==> src/rtl/hazard_if.sv <==
// Hazard unit bus: decoded per-stage control in, stall/flush/forward strobes out.
// master = decode/datapath side, slave = hazard_ctrl.
interface hazard_if;
   logic [4:0] RsD, RtD, RsE, RtE;
   logic [4:0] WriteRegE, WriteRegM, WriteRegW;
   logic       RegWriteE, RegWriteM, RegWriteW;
   logic       MemReadE, MemReadM;
   logic [1:0] BranchD;
   logic       JumpSrcD, DivE, ExceptM;
   logic       ForwardAD, ForwardBD;
   logic [1:0] ForwardAE, ForwardBE;
   logic       StallF, StallD, StallE;
   logic       FlushD, FlushE, FlushM, FlushW;
   logic       DivBusy, DivStart;

   modport master (
      output RsD, RtD, RsE, RtE, WriteRegE, WriteRegM, WriteRegW,
             RegWriteE, RegWriteM, RegWriteW, MemReadE, MemReadM,
             BranchD, JumpSrcD, DivE, ExceptM,
      input  ForwardAD, ForwardBD, ForwardAE, ForwardBE,
             StallF, StallD, StallE, FlushD, FlushE, FlushM, FlushW,
             DivBusy, DivStart
   );

   modport slave (
      input  RsD, RtD, RsE, RtE, WriteRegE, WriteRegM, WriteRegW,
             RegWriteE, RegWriteM, RegWriteW, MemReadE, MemReadM,
             BranchD, JumpSrcD, DivE, ExceptM,
      output ForwardAD, ForwardBD, ForwardAE, ForwardBE,
             StallF, StallD, StallE, FlushD, FlushE, FlushM, FlushW,
             DivBusy, DivStart
   );
endinterface

==> src/rtl/hazard_ctrl.sv <==
// Pipeline hazard / sequencing unit for the 5-stage MIPS core.
// Forwarding selects, load-use and branch-operand stalls, exception flushes,
// and the iterative-divider sequencer that holds EX while the divide runs.
// Optional: define HAZARD_PERF_CNT_EN to add the 32-bit StallCnt output.
module hazard_ctrl #(
   parameter int DIV_CYCLES = 32,
   parameter int CNT_W      = 6
) (
   input  logic        clk,
   input  logic        rst,
`ifdef HAZARD_PERF_CNT_EN
   output logic [31:0] StallCnt,
`endif
   hazard_if.slave     hz
);

   typedef enum logic [1:0] {IDLE, BUSY, DONE} state_t;

   localparam logic [CNT_W-1:0] CNT_LAST = CNT_W'(DIV_CYCLES - 1);

   state_t           state_q, state_d;
   logic [CNT_W-1:0] cnt_q, cnt_d;
   logic             div_start;
   logic             lwstall, brstall, divstall, stall_any;

   // $0 is hard-wired, so it never produces a match
   function automatic logic hit(input logic [4:0] a, input logic [4:0] b);
      return (a != 5'd0) && (a == b);
   endfunction

   // forwarding selects; MEM result is newer than WB so it wins
   always_comb begin
      hz.ForwardAE = 2'b00;
      hz.ForwardBE = 2'b00;
      if (hz.RegWriteM && hit(hz.WriteRegM, hz.RsE))      hz.ForwardAE = 2'b10;
      else if (hz.RegWriteW && hit(hz.WriteRegW, hz.RsE)) hz.ForwardAE = 2'b01;
      if (hz.RegWriteM && hit(hz.WriteRegM, hz.RtE))      hz.ForwardBE = 2'b10;
      else if (hz.RegWriteW && hit(hz.WriteRegW, hz.RtE)) hz.ForwardBE = 2'b01;
      hz.ForwardAD = hz.RegWriteM && hit(hz.WriteRegM, hz.RsD);
      hz.ForwardBD = hz.RegWriteM && hit(hz.WriteRegM, hz.RtD);
   end

   // hazard terms; the divide stall drops in DONE so EX advances that cycle
   always_comb begin
      lwstall   = hz.MemReadE && (hit(hz.RtE, hz.RsD) || hit(hz.RtE, hz.RtD));
      brstall   = ((hz.BranchD != 2'b00) || hz.JumpSrcD) &&
                  ((hz.RegWriteE && (hit(hz.WriteRegE, hz.RsD) || hit(hz.WriteRegE, hz.RtD))) ||
                   (hz.MemReadM  && (hit(hz.WriteRegM, hz.RsD) || hit(hz.WriteRegM, hz.RtD))));
      divstall  = hz.DivE && (state_q != DONE);
      stall_any = lwstall || brstall || divstall;
   end

   // divider sequencer next state; an exception aborts any divide in flight
   always_comb begin
      state_d   = state_q;
      cnt_d     = cnt_q;
      div_start = 1'b0;
      case (state_q)
         IDLE: if (hz.DivE && !hz.ExceptM) begin
            div_start = 1'b1;
            state_d   = BUSY;
            cnt_d     = '0;
         end
         BUSY: begin
            cnt_d = cnt_q + 1'b1;
            if (cnt_q == CNT_LAST) state_d = DONE;
         end
         DONE:    state_d = IDLE;
         default: state_d = IDLE;
      endcase
      if (hz.ExceptM) begin
         state_d = IDLE;
         cnt_d   = '0;
      end
   end

   // divider state register
   always_ff @(posedge clk or posedge rst) begin
      if (rst) begin
         state_q <= IDLE;
         cnt_q   <= '0;
      end else begin
         state_q <= state_d;
         cnt_q   <= cnt_d;
      end
   end

   // stall/flush strobes; reset forces them quiet, exception overrides hazards
   always_comb begin
      hz.StallF   = 1'b0;
      hz.StallD   = 1'b0;
      hz.StallE   = 1'b0;
      hz.FlushD   = 1'b0;
      hz.FlushE   = 1'b0;
      hz.FlushM   = 1'b0;
      hz.FlushW   = 1'b0;
      hz.DivStart = 1'b0;
      hz.DivBusy  = (state_q == BUSY) && !rst;
      if (!rst) begin
         hz.DivStart = div_start;
         if (hz.ExceptM) begin
            hz.FlushD = 1'b1;
            hz.FlushE = 1'b1;
            hz.FlushM = 1'b1;
            hz.FlushW = 1'b1;
         end else begin
            hz.StallF = stall_any;
            hz.StallD = stall_any;
            hz.StallE = divstall;
            hz.FlushE = (lwstall || brstall) && !divstall;
            hz.FlushM = divstall;
         end
      end
   end

`ifdef HAZARD_PERF_CNT_EN
   logic [31:0] stall_cnt_q, stall_cnt_d;

   // count front-end stall cycles, wrapping naturally
   always_comb begin
      stall_cnt_d = stall_cnt_q;
      if (stall_any && !hz.ExceptM) stall_cnt_d = stall_cnt_q + 32'd1;
   end

   // stall counter register
   always_ff @(posedge clk or posedge rst) begin
      if (rst) stall_cnt_q <= '0;
      else     stall_cnt_q <= stall_cnt_d;
   end

   assign StallCnt = stall_cnt_q;
`endif

endmodule

==> src/flat_wrapper.sv <==
// flat-port wrapper written by rule: the top's interface ports become plain ports
module hazard_ctrl_flat 
#(
   parameter int DIV_CYCLES = 32,
   parameter int CNT_W      = 6
)
  (clk, rst, hz_RsD, hz_RtD, hz_RsE, hz_RtE, hz_WriteRegE, hz_WriteRegM, hz_WriteRegW, hz_RegWriteE, hz_RegWriteM, hz_RegWriteW, hz_MemReadE, hz_MemReadM, hz_BranchD, hz_JumpSrcD, hz_DivE, hz_ExceptM, hz_ForwardAD, hz_ForwardBD, hz_ForwardAE, hz_ForwardBE, hz_StallF, hz_StallD, hz_StallE, hz_FlushD, hz_FlushE, hz_FlushM, hz_FlushW, hz_DivBusy, hz_DivStart);
  hazard_if hz_i ();
  input  logic clk;
  input  logic rst;
  input wire logic [$bits(hz_i.RsD)-1:0] hz_RsD;
  input wire logic [$bits(hz_i.RtD)-1:0] hz_RtD;
  input wire logic [$bits(hz_i.RsE)-1:0] hz_RsE;
  input wire logic [$bits(hz_i.RtE)-1:0] hz_RtE;
  input wire logic [$bits(hz_i.WriteRegE)-1:0] hz_WriteRegE;
  input wire logic [$bits(hz_i.WriteRegM)-1:0] hz_WriteRegM;
  input wire logic [$bits(hz_i.WriteRegW)-1:0] hz_WriteRegW;
  input wire logic [$bits(hz_i.RegWriteE)-1:0] hz_RegWriteE;
  input wire logic [$bits(hz_i.RegWriteM)-1:0] hz_RegWriteM;
  input wire logic [$bits(hz_i.RegWriteW)-1:0] hz_RegWriteW;
  input wire logic [$bits(hz_i.MemReadE)-1:0] hz_MemReadE;
  input wire logic [$bits(hz_i.MemReadM)-1:0] hz_MemReadM;
  input wire logic [$bits(hz_i.BranchD)-1:0] hz_BranchD;
  input wire logic [$bits(hz_i.JumpSrcD)-1:0] hz_JumpSrcD;
  input wire logic [$bits(hz_i.DivE)-1:0] hz_DivE;
  input wire logic [$bits(hz_i.ExceptM)-1:0] hz_ExceptM;
  output wire logic [$bits(hz_i.ForwardAD)-1:0] hz_ForwardAD;
  output wire logic [$bits(hz_i.ForwardBD)-1:0] hz_ForwardBD;
  output wire logic [$bits(hz_i.ForwardAE)-1:0] hz_ForwardAE;
  output wire logic [$bits(hz_i.ForwardBE)-1:0] hz_ForwardBE;
  output wire logic [$bits(hz_i.StallF)-1:0] hz_StallF;
  output wire logic [$bits(hz_i.StallD)-1:0] hz_StallD;
  output wire logic [$bits(hz_i.StallE)-1:0] hz_StallE;
  output wire logic [$bits(hz_i.FlushD)-1:0] hz_FlushD;
  output wire logic [$bits(hz_i.FlushE)-1:0] hz_FlushE;
  output wire logic [$bits(hz_i.FlushM)-1:0] hz_FlushM;
  output wire logic [$bits(hz_i.FlushW)-1:0] hz_FlushW;
  output wire logic [$bits(hz_i.DivBusy)-1:0] hz_DivBusy;
  output wire logic [$bits(hz_i.DivStart)-1:0] hz_DivStart;
  assign hz_i.RsD = hz_RsD;
  assign hz_i.RtD = hz_RtD;
  assign hz_i.RsE = hz_RsE;
  assign hz_i.RtE = hz_RtE;
  assign hz_i.WriteRegE = hz_WriteRegE;
  assign hz_i.WriteRegM = hz_WriteRegM;
  assign hz_i.WriteRegW = hz_WriteRegW;
  assign hz_i.RegWriteE = hz_RegWriteE;
  assign hz_i.RegWriteM = hz_RegWriteM;
  assign hz_i.RegWriteW = hz_RegWriteW;
  assign hz_i.MemReadE = hz_MemReadE;
  assign hz_i.MemReadM = hz_MemReadM;
  assign hz_i.BranchD = hz_BranchD;
  assign hz_i.JumpSrcD = hz_JumpSrcD;
  assign hz_i.DivE = hz_DivE;
  assign hz_i.ExceptM = hz_ExceptM;
  assign hz_ForwardAD = hz_i.ForwardAD;
  assign hz_ForwardBD = hz_i.ForwardBD;
  assign hz_ForwardAE = hz_i.ForwardAE;
  assign hz_ForwardBE = hz_i.ForwardBE;
  assign hz_StallF = hz_i.StallF;
  assign hz_StallD = hz_i.StallD;
  assign hz_StallE = hz_i.StallE;
  assign hz_FlushD = hz_i.FlushD;
  assign hz_FlushE = hz_i.FlushE;
  assign hz_FlushM = hz_i.FlushM;
  assign hz_FlushW = hz_i.FlushW;
  assign hz_DivBusy = hz_i.DivBusy;
  assign hz_DivStart = hz_i.DivStart;
  hazard_ctrl #(.DIV_CYCLES(DIV_CYCLES), .CNT_W(CNT_W)) u_core (.clk(clk), .rst(rst), .hz(hz_i));
endmodule
==> config.mk <==
export PLATFORM = sky130hd
export DESIGN_NAME = hazard_ctrl_flat
export DESIGN_NICKNAME = d
export VERILOG_FILES = /design/src/rtl/hazard_if.sv /design/src/rtl/hazard_ctrl.sv /design/src/flat_wrapper.sv
export SDC_FILE = /design/constraint.sdc
export NUM_CORES = 1
export LEC_CHECK = 0
export BUFFER_PORTS_ARGS = -buffer_cell sky130_fd_sc_hd__buf_2
export CORE_MARGIN = 10
export CORE_UTILIZATION = 49
export CTS_CLUSTER_DIAMETER = 80
export DETAILED_ROUTE_END_ITERATION = 6
export PLACE_DENSITY = 0.86
export RECOVER_POWER = 25
export SYNTH_ARGS = -nofsm -noshare
export SYNTH_HDL_FRONTEND = slang
export SYNTH_SLANG_ARGS = --single-unit
==> constraint.sdc <==
create_clock -name clk -period 3.6 [get_ports clk]
set_input_delay 0.72 -clock clk [delete_from_list [all_inputs] [get_ports clk]]
set_output_delay 0.72 -clock clk [all_outputs]
set_load 0.02 [all_outputs]
==> impl_results.md, run 1 <==
* Synth area leader: xnor2_1
* GP Congestion at 0.894
* Post-CTS Hold Buffers at 0
* Dpl hpwl at 3100 um
* Outcome: finished clean
* Final Power at 0.303 mW
* Wirelength per Cell at 15.8 um
* Nets@finish at 249
* Sequential Area at 200 um^2
* Cells after Synth at 147
* Grt total ovfl at 0
* Global-route wire length before repair at 6070 um
* DRC at 0
* CTS H-tree depth at 1
* Post-synth EDFFs at 0
* RSZ-0062 raised after global routing: no
* Main area contributors after synthesis: xnor2_1 21%, xor2_1 19%, dfrtp_1 17%
* Fill count at 205
* Core outline area at 0.00225 mm^2
* Final Hold Vio Count at 0
* Setup TNS at 0 ps
* Std cell rows at 17
* Yosys cell types at 31
* Worst Skew at 12.8 ps
* Resized cells post-CTS at 0
* Fin crit period at 2730 ps
* Setup Buffers After CTS at 0
* Critical path type: in2out
* Commonest non-fill, non-tap cell in the layout: buf_2
* Gr usage total at 14.5%
* Crit-path max FO at 5
* Synth Cell Area at 0.00119 mm^2
* Register area share after synthesis at 16.9%
* Top_reg_cell synth: dfrtp_1
* Drt first pass iters at 4
* Antenna cells at 0
* Yosys warnings at 0
* Top cell type's share of synthesized area at 20.7%
* Area grow syn2layout at 23.2%
* CTS Buf Count at 3
* Relative slew slack at 68.7%
* Clk slew on worst S/H paths at 60 ps
* Post-synth ARST share at 100%
* Initial antenna violation count at 0
* Setup ws final at 874 ps
* Clock Path Buffers at 2
* Final Cycle Share at 75.7%
* Synth Register Bits at 8
* Dpl ws at 868 ps
* CP Data Arrival Time at 2010 ps
* Pin count of the biggest net entering global routing at 11
* Clock sinks at 8
* Share of post-route cells with drive strength above 1 at 34.7%
* Slew Limit Fails at 0
* Vias/cell at 5.41
* Worst Hold Class: in2async
* Syn nets at 195
* Initial core utilization at 52.6%
* DRT iter0 DRCs at 52
* Least-Margin Pin Slew at 465 ps
* Boundary Pins at 62
* Leakage power at 0.665 nW
* Commonest cells after routing, fill and taps aside: 60 x buf_2, 28 x xnor2_1, 26 x xor2_1
* Max capacitance violation total at 0
* Pwr dens at 207 mW/mm^2
* Post-DP Area at 0.00144 mm^2
* Fmax at 367 MHz
* Setup violations, final at 0
* R2r setup slk at 2180 ps
* WL final at 3590 um
* Worst skew pair latency at 250 ps
* DIE AREA at 0.00479 mm^2
* Via count at 1227
* PortBufs at 61
* Die H at 69.2 um
* Post-route ant nets at 0
* Final core occ at 64.8%
* Nature of the critical path endpoint: output port
* Die width at 69.2 um
* Area used by multi-input combinational logic at 888 um^2
* CTS root buf: clkbuf_4
* Post-Syn Area per Cell at 8.07 um^2
* Vias in the first global route at 1261
* CTS tree: built
* Required time of the critical path at 2880 ps
* Final Instance Area at 0.00146 mm^2
* Critical Path Source Type: input pin
* Peak supply drop at 184 uV
==> final cells by class <==
cell class | instances | share of cell area, %
multi-input combinational | 124 | 60.8
clock buffer | 3 | 1.54
tap | 28 | 2.40
timing repair buffer | 61 | 20.8
inverter | 3 | 0.771
sequential | 8 | 13.7
==> metrics by stage <==
step           hold slack, ps  std cells
2_1_floorplan             453        147
3_3_place_gp              479        224
3_5_place_dp              479        224
4_1_cts                   446        227
5_1_grt                   459        227
6_report                  446        227
==> worst paths after layout <==
check / startpoint / to / cells past startpoint
max: hz_WriteRegM[0] / hz_StallD / 7
min: rst / u_core.state_q[1] / 2
max reg2reg: u_core.state_q[0] / u_core.cnt_q[5] / 5
min reg2reg: u_core.cnt_q[5] / u_core.state_q[1] / 1
max in group asynchronous: rst / u_core.cnt_q[0] / 2
min in group clk: u_core.cnt_q[5] / u_core.state_q[1] / 1
==> metal layers <==
| metal | routed length, um | track usage, % | up-vias |
|---|---|---|---|
| met5 | 0 | 0 | - |
| met1 | 1550 | 17.1 | 561 |
| met3 | 305 | 4.85 | 2 |
| met2 | 1740 | 24.8 | 53 |
| met4 | 4 | 2.44 | 0 |
| li1 | - | - | 611 |
==> report_power, final <==
group          leakage [nW]  switching (mW)  internal, mW
Sequential            0.110         0.00252        0.0920
Combinational         0.542          0.0789        0.0638
Clock                0.0138          0.0280        0.0380
==> sequential cells by signal, summed over array words and instances (netlist names) <==
name / flops
u_core.state_q: 2
u_core.cnt_q: 6
==> cell usage after synthesis, types with 3 or more instances <==
cell type,count
nand4_1,3
buf_4,3
nand2_1,11
nor2_1,14
or4_1,4
xnor2_1,28
xor2_1,26
nor4_1,3
nor3_1,3
buf_2,6
inv_1,3
dfrtp_1,8
nand3_1,8
buf_6,3
==> kinds of logic after synthesis <==
kind of cell,synth area share [%]
flip-flops,16.9
AO/OA/AOI/OAI,8.86
buffers and inverters,8.23
adder cells (fa/ha/maj),1.05
AND/OR/NAND/NOR,25.1
XOR/XNOR,39.9
==> worst max-delay path, stage by stage <==
cell and delay [ps]:
buf_2 140, xnor2_1 180, nand3_1 100, nor3_1 230, o2111ai_1 180, a41oi_1 240
buf_2 200
(Power assumes the default switching activity.)
==> run 2: changes to the inputs <==
ABC_AREA = 1   (was unset)
CORE_UTILIZATION = 47   (was 49)
PLACE_DENSITY = 0.8   (was 0.86)
clock period = 2.7 ns   (was 3.6 ns; I/O delays follow)
==> impl_results.md, run 2 <==
* WL final at 3950 um
* Max reg flops at 6
* Commonest non-fill, non-tap cell in the layout: nand2_1
* CTS root buf: clkbuf_4
* Fmax at 448 MHz
* Resized cells post-CTS at 0
* Synth area leader: nand2_1
* Post-CTS Hold Buffers at 0
* PortBufs at 61
* Wirelength per Cell at 12.5 um
* Clk slew on worst S/H paths at 50 ps
* Top_reg_cell synth: dfrtp_1
* Hold WS at 329 ps
* Drt first pass iters at 4
* Cells after Synth at 228
* Register area share after synthesis at 15.0%
* RSZ-0062 raised after global routing: no
* Outcome: finished clean
* Core outline area at 0.00273 mm^2
* Syn nets at 276
* Fill count at 287
* Commonest cells after routing, fill and taps aside: 63 x nand2_1, 60 x buf_2, 40 x inv_1
* Post-synth EDFFs at 0
* Nets@finish at 335
* Required time of the critical path at 2160 ps
* CP Data Arrival Time at 1690 ps
* Clock Path Buffers at 2
* Reg with most FFs: u_core.cnt_q
* Via count at 1554
* Slew Limit Fails at 0
* Worst Path Buf+Inv at 4
* Area grow syn2layout at 24.0%
* Setup TNS at 0 ps
* DIE AREA at 0.00538 mm^2
* Most numerous cell on the critical path: nand2_1
* Yosys warnings at 0
* Crit-path cells: buf_2, inv_1, nand3_2, nand2_1, inv_1, nand3_1, nand2_1, nand2_1, nand2_1, nand2_1, nand2_1, nand2_1, nand2_1, buf_2
* Global-route wire length before repair at 6580 um
* Max capacitance violation total at 0
* Final Power at 0.514 mW
* Setup violations, final at 0
* Least-Margin Pin Slew at 368 ps
* Crit-path max cell delay at 150 ps
* Critical path type: in2out
* Std cell rows at 19
* Die width at 73.3 um
* Clock sinks at 8
* CTS H-tree depth at 1
* Crit-path max FO at 5
* DRC at 0
* Leakage power at 0.954 nW
* Top cell type's share of synthesized area at 17.7%
* Largest regs: u_core.cnt_q x6, u_core.state_q x2
* Gr usage total at 14.4%
* Synth Cell Area at 0.00134 mm^2
* Vias/cell at 4.92
* Worst path slowest cell: inv_1
* GP Congestion at 0.896
* Die H at 73.3 um
* Boundary Pins at 62
* Worst skew pair latency at 250 ps
* DRT iter0 DRCs at 76
* Worst Skew at 1.50 ps
* Grt total ovfl at 0
* Peak supply drop at 450 uV
* CTS tree: built
* Crit-path leading delay family: simple AND/OR/NAND/NOR gates
* Commonest cells in the netlist: 63 x nand2_1, 40 x inv_1, 26 x nor2_1, 17 x xor2_1, 12 x xnor2_1
* Post-synth ARST share at 100%
* Fin crit period at 2230 ps
* Antenna cells at 0
* Critical Path Source Type: input pin
* Main area contributors after synthesis: nand2_1 18%, dfrtp_1 15%, inv_1 11%
* Nature of the critical path endpoint: output port
* Dpl hpwl at 3480 um
* Final Cycle Share at 82.7%
* Yosys cell types at 30
* Post-route ant nets at 0
* Initial core utilization at 48.9%
* CTS Buf Count at 3
* Vias in the first global route at 1524
* Initial antenna violation count at 0
* Synth Register Bits at 8
* Count leader, synth: nand2_1
* Setup Buffers After CTS at 0
* Pwr dens at 310 mW/mm^2
* Final Hold Vio Count at 0
* Worst Hold Class: in2async
* Share of post-route cells with drive strength above 1 at 24.9%
* Relative slew slack at 75.1%
* Post-Syn Area per Cell at 5.87 um^2
* Pin count of the biggest net entering global routing at 9
[run 2: cell types whose count changed after synthesis, moves of 3 or more]
cell and delta:
nand2_1 +52, nor2_2 +3, xor2_1 -9, xnor2_1 -16, nor2_1 +12, or4_1 -4, nor3_1 +6, o21ai_0 +5
a31oi_1 +3, buf_2 -4, inv_1 +37, buf_6 -3
[run 2: power breakdown]
group	internal [mW]	switching, mW	leakage, nW
combinational	0.106	0.173	0.831
clock	0.0507	0.0381	0.0138
sequential	0.136	0.00979	0.109
total	0.293	0.221	0.954
[run 2: routing by layer]
layer / wire length [um] / GRT usage [%] / vias to the layer above
met4: 22 / 1.86 / 0
met1: 1620 / 16.3 / 677
li1: - / - / 829
met2: 1920 / 26.2 / 44
met3: 381 / 4.58 / 4
met5: 0 / 0 / -
[run 2: path summary, 6_finish.rpt]
kind / startpoint / endpoint / slack [ps] / depth (start not counted)
max in group asynchronous: rst / u_core.cnt_q[2] / 2140 / 2
worst max-delay path: hz_WriteRegM[4] / hz_StallF / 470 / 14
worst min register to register: u_core.cnt_q[0] / u_core.cnt_q[0] / 520 / 1
min in group clk: u_core.cnt_q[0] / u_core.cnt_q[0] / 520 / 1
worst min-delay path: rst / u_core.cnt_q[3] / 330 / 2
worst max register to register: u_core.state_q[1] / u_core.cnt_q[4] / 1350 / 7
[run 2: cell type report]
cell class | count | area [um^2] | area share [%]
inverter | 41 | 154 | 9.28
multi-input combinational | 172 | 940 | 56.6
sequential | 8 | 200 | 12.1
tap | 31 | 38.8 | 2.34
timing repair buffer | 61 | 304 | 18.3
clock buffer | 3 | 22.5 | 1.36
[run 2: cell families after synthesis]
group | count (synthesis) | share of synthesized area [%]
buffers and inverters | 48 | 14.8
and+or+nand+nor | 120 | 39.5
DFF | 8 | 15.0
xor gates and xnor gates | 29 | 19.0
adders and majority gates | 1 | 0.935
AOI/OAI and AO/OA | 22 | 10.9
[run 2: per-stage QoR]
step           area, um^2  utilization (%)  cells  setup WS, ps
5_1_grt              1660             60.7    316           276
3_5_place_dp         1640             59.9    313           469
3_3_place_gp         1640             59.9    313           477
4_1_cts              1660             60.7    316           466
6_report             1660             60.7    316           466
2_1_floorplan        1340                -    228           240
==> run 3: changes to the inputs <==
CORE_UTILIZATION = 43   (was 47)
PLACE_DENSITY = 0.78   (was 0.8)
clock period = 1.9 ns   (was 2.7 ns; I/O delays follow)
==> impl_results.md, run 3 (synthesis results as in run 2) <==
* Outcome: finished clean
* Commonest cells after routing, fill and taps aside: 59 x nand2_1, 48 x buf_2, 38 x inv_1
* Grt total ovfl at 0
* Dpl ws at -8.67 ps
* Leakage power at 1.00 nW
* Gr usage total at 14.0%
* Core outline area at 0.00300 mm^2
* Met2 Use GR at 24.4%
* Post-route ant nets at 0
* Max capacitance violation total at 0
* Clk slew on worst S/H paths at 50 ps
* Crit-path max cell delay at 190 ps
* RSZ-0062 raised after global routing: yes
* DIE AREA at 0.00574 mm^2
* WL final at 4110 um
* Worst path slowest cell: nor2_1
* Met3 Resource Use GR at 2.21%
* Clock sinks at 8
* Vias/cell at 4.88
* Most numerous cell on the critical path: nand2_1
* Wirelength per Cell at 12.7 um
* Slew Limit Fails at 0
* Dpl hpwl at 3620 um
* Post-DP Area at 0.00169 mm^2
* Final Hold Vio Count at 0
* Drt first pass iters at 4
* Die H at 75.8 um
* Clock Path Buffers at 2
* Fill count at 298
* Vias in the first global route at 1551
* Crit-path cells: buf_8, xor2_1, nor2_1, nand3_1, nand2_1, nand2_1, nand2_1, nand2_1, nand2_2, nand2_1, nand2_1, buf_6
* Fin crit period at 1890 ps
* Largest regs: u_core.cnt_q x6, u_core.state_q x2
* Final Instance Area at 0.00182 mm^2
* Crit-path max FO at 3
* Via count at 1576
* Fmax at 528 MHz
* Pwr dens at 426 mW/mm^2
* CTS H-tree depth at 1
* Required time of the critical path at 1520 ps
* DRT iter0 DRCs at 73
* Global-route wire length before repair at 6600 um
* Peak supply drop at 242 uV
* Setup violations, final at 0
* Die width at 75.8 um
* Commonest non-fill, non-tap cell in the layout: nand2_1
* Worst Skew at 6.87 ps
* Least-Margin Pin Slew at 341 ps
* Grt peak-use layer: met2
* Nature of the critical path endpoint: output port
* Critical Path Source Type: input pin
* GP Congestion at 0.931
* Worst Path Buf+Inv at 2
* Area grow syn2layout at 35.7%
* DRC at 0
* Pin count of the biggest net entering global routing at 9
* Setup ws final at 5.31 ps
* Worst skew pair latency at 250 ps
* Relative slew slack at 76.9%
* Initial antenna violation count at 0
* Share of post-route cells with drive strength above 1 at 31.0%
* Boundary Pins at 62
* PortBufs at 61
* Worst Hold Class: in2async
* CTS tree: built
* CTS Buf Count at 3
* Final Cycle Share at 99.7%
* Max reg flops at 6
* Nets@finish at 340
* Std cell rows at 20
* Antenna cells at 0
* Hold WS at 133 ps
* CTS root buf: clkbuf_4
* GR Util met1 at 18.2%
* Critical path type: in2out
* Initial core utilization at 44.5%
* Final Power at 0.773 mW
* Setup Buffers After CTS at 0
* Crit-path leading delay family: simple AND/OR/NAND/NOR gates
* Reg with most FFs: u_core.cnt_q
* CP Data Arrival Time at 1510 ps
[run 3: layer usage]
| metal | routed length (um) | up-vias |
|---|---|---|
| met5 | 0 | - |
| met4 | 0 | 0 |
| met3 | 222 | 0 |
| met2 | 1960 | 42 |
| met1 | 1930 | 692 |
| li1 | - | 842 |
[run 3: layout make-up]
class	instances	area, um^2	area share (%)
repair buffers	66	409	22.5
multi-input cells	172	988	54.4
flip-flops and latches	8	200	11.0
clock buffers	3	22.5	1.24
well taps	33	41.3	2.27
inverters	41	154	8.48
[run 3: power breakdown]
group	leakage [nW]	internal (mW)	total [mW]	switching, mW
logic	0.881	0.178	0.440	0.262
clock network	0.0138	0.0720	0.125	0.0531
registers	0.109	0.193	0.208	0.0150
[run 3: through the flow]
stage | utilization (%) | TNS, ps | instances
final | 60.5 | 0 | 323
after global routing | 60.5 | -374 | 323
after detailed placement | 56.3 | -15.5 | 320
after floorplan | - | 0 | 228
after global placement | 56.3 | 0 | 320
after CTS | 57.0 | -13.2 | 323
[run 3: repair_timing]
item / CTS / global route
setup endpoints to repair: 2 / 4
pin swaps: 1 / 19
hold buffers: 0 / 0
resized for setup: 0 / 35
hold endpoints to repair: 0 / 0
[run 3: final timing paths]
path / startpoint / endpoint / slack (ps) / cells past startpoint
worst min register to register: u_core.cnt_q[0] / u_core.cnt_q[0] / 530 / 1
worst max-delay path: hz_WriteRegE[0] / hz_FlushE / 5 / 12
max in group asynchronous: rst / u_core.cnt_q[2] / 1530 / 2
min in group clk: hz_DivE / u_core.state_q[0] / 510 / 4
worst min-delay path: rst / u_core.cnt_q[0] / 130 / 2
worst max register to register: u_core.state_q[1] / u_core.cnt_q[4] / 530 / 9
[run 3: worst reg2reg max path: stages (launching register included)]
cell	delay, ps
dfrtp_1	400
inv_1	90
nand2_1	80
nor2_2	120
nand2_2	90
o21ai_2	140
nor2_2	70
nand2_1	80
nor3_1	50
nor3_1	160
